--- src/rtl/bit_clmul_ctrl_pkg.sv ---
// Shared types for the clmul issue/retire controller.
// BIT_CLMUL_CACHE_EN adds the one-entry result cache fields.
package bit_clmul_ctrl_pkg;

    localparam int XLEN    = 32;
    localparam int RADDR_W = 5;

    typedef struct packed {
        logic clmulr;
        logic clmulh;
        logic clmul;
    } clmul_op_type;

    typedef enum logic [2:0] {
        IDLE  = 3'd0,
        ISSUE = 3'd1,
        BUSY  = 3'd2,
        DRAIN = 3'd3,
        HOLD  = 3'd4
    } bit_clmul_ctrl_state_type;

    typedef struct packed {
        bit_clmul_ctrl_state_type state;
        clmul_op_type             op;
        logic [XLEN-1:0]          rdata1;
        logic [XLEN-1:0]          rdata2;
        logic [RADDR_W-1:0]       waddr;
        logic [XLEN-1:0]          result;
`ifdef BIT_CLMUL_CACHE_EN
        logic                     c_valid;
        clmul_op_type             c_op;
        logic [XLEN-1:0]          c_rdata1;
        logic [XLEN-1:0]          c_rdata2;
        logic [XLEN-1:0]          c_result;
`endif
    } bit_clmul_ctrl_reg_type;

    // IDLE encodes as zero, so all-zero is the reset image
    localparam bit_clmul_ctrl_reg_type init_bit_clmul_ctrl_reg = '0;

    function automatic logic op_legal(input clmul_op_type op);
        return $onehot(op);
    endfunction

endpackage

--- src/rtl/bit_clmul_ctrl.sv ---
// Issue/retire controller in front of the multi-cycle clmul unit.
// Optional one-entry result cache: define BIT_CLMUL_CACHE_EN.
module bit_clmul_ctrl
    import bit_clmul_ctrl_pkg::*;
(
    input  logic               rst,
    input  logic               clk,
    input  logic               ex_valid,
    output logic               ex_ready,
    input  logic [2:0]         ex_op,
    input  logic [XLEN-1:0]    ex_rdata1,
    input  logic [XLEN-1:0]    ex_rdata2,
    input  logic [RADDR_W-1:0] ex_waddr,
    input  logic               flush,
    output logic               clmul_enable,
    output logic [2:0]         clmul_op,
    output logic [XLEN-1:0]    clmul_rdata1,
    output logic [XLEN-1:0]    clmul_rdata2,
    input  logic [XLEN-1:0]    clmul_result,
    input  logic               clmul_ready,
    output logic               wb_valid,
    input  logic               wb_ready,
    output logic [RADDR_W-1:0] wb_waddr,
    output logic [XLEN-1:0]    wb_wdata
);

    bit_clmul_ctrl_reg_type r;
    bit_clmul_ctrl_reg_type rin;

    clmul_op_type req_op;
    logic         accept;
    logic         legal;

    assign req_op = clmul_op_type'(ex_op);
    assign accept = ex_valid & (r.state == IDLE) & ~flush;
    assign legal  = op_legal(req_op);

`ifdef BIT_CLMUL_CACHE_EN
    logic hit;
    assign hit = r.c_valid
               & (r.c_op == req_op)
               & (r.c_rdata1 == ex_rdata1)
               & (r.c_rdata2 == ex_rdata2);
`endif

    always_comb begin
        bit_clmul_ctrl_reg_type v;
        v = r;
        unique case (r.state)
            IDLE: begin
                if (accept) begin
                    v.op     = req_op;
                    v.rdata1 = ex_rdata1;
                    v.rdata2 = ex_rdata2;
                    v.waddr  = ex_waddr;
                    if (!legal) begin
                        v.result = '0;
                        v.state  = HOLD;
                    end
`ifdef BIT_CLMUL_CACHE_EN
                    else if (hit) begin
                        v.result = r.c_result;
                        v.state  = HOLD;
                    end
`endif
                    else begin
                        v.state = ISSUE;
                    end
                end
            end
            ISSUE: begin
                v.state = flush ? DRAIN : BUSY;
            end
            BUSY: begin
                // a flush racing the completion simply drops it
                if (flush) begin
                    v.state = clmul_ready ? IDLE : DRAIN;
                end else if (clmul_ready) begin
                    v.result = clmul_result;
                    v.state  = HOLD;
`ifdef BIT_CLMUL_CACHE_EN
                    v.c_valid  = 1'b1;
                    v.c_op     = r.op;
                    v.c_rdata1 = r.rdata1;
                    v.c_rdata2 = r.rdata2;
                    v.c_result = clmul_result;
`endif
                end
            end
            DRAIN: begin
                if (clmul_ready) begin
                    v.state = IDLE;
                end
            end
            HOLD: begin
                if (flush || wb_ready) begin
                    v.state = IDLE;
                end
            end
            default: begin
                v.state = IDLE;
            end
        endcase
        rin = v;
    end

    always_ff @(posedge clk) begin
        if (rst) begin
            r <= init_bit_clmul_ctrl_reg;
        end else begin
            r <= rin;
        end
    end

    assign ex_ready     = (r.state == IDLE);
    assign clmul_enable = (r.state == ISSUE);
    assign clmul_op     = r.op;
    assign clmul_rdata1 = r.rdata1;
    assign clmul_rdata2 = r.rdata2;
    assign wb_valid     = (r.state == HOLD);
    assign wb_waddr     = r.waddr;
    assign wb_wdata     = r.result;

endmodule
--- config.mk ---
export PLATFORM = sky130hd
export DESIGN_NAME = bit_clmul_ctrl
export DESIGN_NICKNAME = d
export VERILOG_FILES = /design/src/rtl/bit_clmul_ctrl_pkg.sv /design/src/rtl/bit_clmul_ctrl.sv
export SDC_FILE = /design/constraint.sdc
export NUM_CORES = 1
export LEC_CHECK = 0
export BUFFER_PORTS_ARGS = -buffer_cell sky130_fd_sc_hd__buf_4
export CAP_MARGIN = 20
export CORE_MARGIN = 2
export CORE_UTILIZATION = 48
export DETAILED_ROUTE_END_ITERATION = 7
export PLACE_DENSITY = 0.85
export SLEW_MARGIN = 15
export SYNTH_ARGS = -nofsm -noshare
export SYNTH_HDL_FRONTEND = slang
export SYNTH_SLANG_ARGS = --single-unit
--- constraint.sdc ---
create_clock -name clk -period 2.6 [get_ports clk]
set_input_delay 0.65 -clock clk [delete_from_list [all_inputs] [get_ports clk]]
set_output_delay 0.65 -clock clk [all_outputs]
set_load 0.02 [all_outputs]
==> flow_summary.yaml <==
floorplanning:
  dieArea_um2: 11090
  fp.dieW_um: 105.3
  fp-row-count: 36
  core_area_um2: 9864
  die_h_um: 105.3
  start_util: 0.4995
  ios: 217
run:
  cap_violations: 0
placed_design:
  pre_cts_ws_ns: 0.3034
  dp_hpwl_um: 8203
  dp_cells: 799
  place_area_um2: 5744
  globalplace.congestion: 0.7709
  io_buffer_count: 216
timing:
  worst_slew_pin_slew_ns: 0.4939
  rsz0062_at_grt: "no"
  fmax_mhz: 496.1
  setup_violations: 0
  hold_viol: 0
  relSlewSlack: 0.6707
  fin_skew_ns: 0.008045
  fin_crit_sh: 0.7753
  layout_setup_ws_ns: 0.5842
  timing.setup.tns_ns: 0
  drv_slew: 0
  min_period_ns: 2.016
  fin_hold_ws_ns: 0.4586
clocking:
  clock_latency_ns: 0.36
  cts_setup_buffers: 0
  htreeDepth: 3
  clk_path_buf_depth: 2
  cts.root.buffer_cell: "clkbuf_8"
  cts.clk_slew.worst_paths_ns: 0.09
  post_cts_resized: 0
  cts_sinks: 107
  cts_made_buffers: 9
  ctsHoldBuffers: 0
  cts_tree: "built"
setup_path:
  cp_top_family: "flip-flops"
  cp.buffers_inverters: 1
  cp.arrival_ns: 1.37
  rr_startpoint: "r[106]$_SDFFE_PP0P_"
  r2r_setup_slack_ns: 0.79
  startpoint: "r[104]$_SDFFE_PP0P_"
  reg2reg_depth: 5
  cp.required_ns: 1.95
  critPathSlowestCell: "dfxtp_1"
  setup.worst_path.start_class: "flop"
  max_stage_delay_ns: 0.53
  critical_path_class: "flop to primary output"
  timing.rr.end: "clmul_rdata1[19]$_SDFFE_PP0P_"
  cp-end-kind: "primary output"
  path_depth: 3
  crit_chain: "nor2_1, and2_2, buf_4"
  worst-path-max-fanout: 6
  crit_end: "wb_valid"
global_route:
  grt_remaining_overflow: 0
  antenna_found_initial: 0
  grt_pass1_wl_um: 17750
  first_global_vias: 3770
  grt_use_total: 0.1947
  grt_max_degree: 61
drt:
  via_per_inst: 4.720
  dr.first_iter.drc_count: 233
  dr.pass1.iters: 7
  ant_nets: 0
  drt_wl_total_um: 11040
  drcViolationCount: 0
  wl_per_cell_um: 13.54
  vias: 3847
layout:
  drive_gt1_frac: 0.3578
  stdcell_area_um2: 5961
  final-instance-count-excl-fill: 815
  seq_area_um2: 2142
  multi_input_comb_area_um2: 1728
  area_growth_pct: 20.98
  antenna_cells: 0
  num-fill-cells: 840
  postLayoutCoreUtil: 0.6043
  nNetsFinal: 788
synth:
  ys_types: 27
  yosysSeqAreaShare: 0.4347
  ys_ff_latch: 107
  yosysWarnings: 0
  synth_cells: 581
  syn_avg_cell_area_um2: 8.481
  syn_area_um2: 4927
  synth_fp_nets: 692
worst_hold_path:
  hp-class: "flop to flop"
  hold_start: "wb_waddr[3]$_SDFFE_PP0P_"
run_status:
  outcome: "completed"
pwr:
  power.leakage_nw: 2.714
  ir_drop_v: 0.0003352
  p_per_area_nw_per_um2: 573.9
  total_power_mw: 3.421
[worst min path at each step]
stage / cells after the start / endpoint
after CTS: 2 / clmul_rdata1[30]$_SDFFE_PP0P_
after global placement: 2 / clmul_rdata1[19]$_SDFFE_PP0P_
after detailed placement: 2 / clmul_rdata1[1]$_SDFFE_PP0P_
after global routing: 2 / clmul_rdata2[2]$_SDFFE_PP0P_
final: 2 / wb_waddr[3]$_SDFFE_PP0P_
after floorplan: 2 / clmul_rdata2[19]$_SDFFE_PP0P_
[tightest hold or removal path, stage by stage (launching register included)]
cell and delay [ns]:
dfxtp_1 0.32, nand2_1 0.05, a21oi_1 0.05
[flip-flops by register name (all words and copies together), names as in the netlist]
signal        cells
clmul_rdata1     32
wb_wdata         32
clmul_op          3
r                 3
wb_waddr          5
clmul_rdata2     32
[cells by family after synthesis]
logic type | Yosys count | share of synthesized area
buffers and inverters | 138 | 0.2146
flip-flops | 107 | 0.4347
AND/OR/NAND/NOR | 226 | 0.2019
AO/OA/AOI/OAI | 77 | 0.07974
multiplexers | 32 | 0.06501
adder cells (fa/ha/maj) | 1 | 0.004063
[report_power, final]
| part | internal [mW] | switching [mW] |
|---|---|---|
| Combinational | 0.278 | 0.297 |
| Clock | 0.545 | 0.555 |
| Sequential | 1.71 | 0.0401 |
[layer usage]
layer | share of wire | global-route usage | wire, um
met2 | 0.49 | 0.3350 | 5377
met3 | 0.085 | 0.05442 | 942
met1 | 0.41 | 0.2314 | 4541
met5 | 0 | 0 | 0
met4 | 0.016 | 0.06952 | 176
[cell type report]
type / instances / share of cell area
multi-input cells: 336 / 0.2899
clock inverters: 6 / 0.01490
inverters: 1 / 0.0006297
repair buffers: 222 / 0.2859
well taps: 133 / 0.02792
clock buffers: 10 / 0.02141
flip-flops and latches: 107 / 0.3594
[cells in the mapped netlist]
library cell     n  area share
nor3_1           1      0.0010
buf_6            3      0.0069
and3_2           1      0.0015
inv_1            1     0.00076
nand2b_1        35       0.044
fa_1             1      0.0041
buf_4          104        0.16
nor3b_1          1      0.0015
clkbuf_1         2      0.0015
clkbuf_8         7       0.020
nor3_4           1      0.0033
a21oi_1         73       0.074
a21oi_2          1      0.0018
nand3_2          1      0.0020
nor4_4           1      0.0043
nor2_1           3      0.0023
and2_2           1      0.0015
dfxtp_1        107        0.43
dlygate4sd1_1    8       0.014
buf_2           13       0.013
nand2_1        178        0.14
o21ai_0          2      0.0020
mux2i_1         32       0.065
o32ai_1          1      0.0018
nand2_2          1      0.0013
nor2b_1          1      0.0013
nor4b_1          1      0.0018
[placed cells by master, fill, tap and decap left out, drive strengths merged]
cell      instances
a21oi            74
and2              1
and3              1
buf             222
bufinv            2
clkbuf           10
clkinv            1
clkinvlp          2
dfxtp           107
fa                1
inv               2
mux2i            32
nand2           179
nand2b           35
nand3             1
nor2              3
nor2b             1
nor3              2
nor3b             1
nor4              1
nor4b             1
o21ai             2
o32ai             1
No activity file was read; power rests on OpenSTA's default activity.
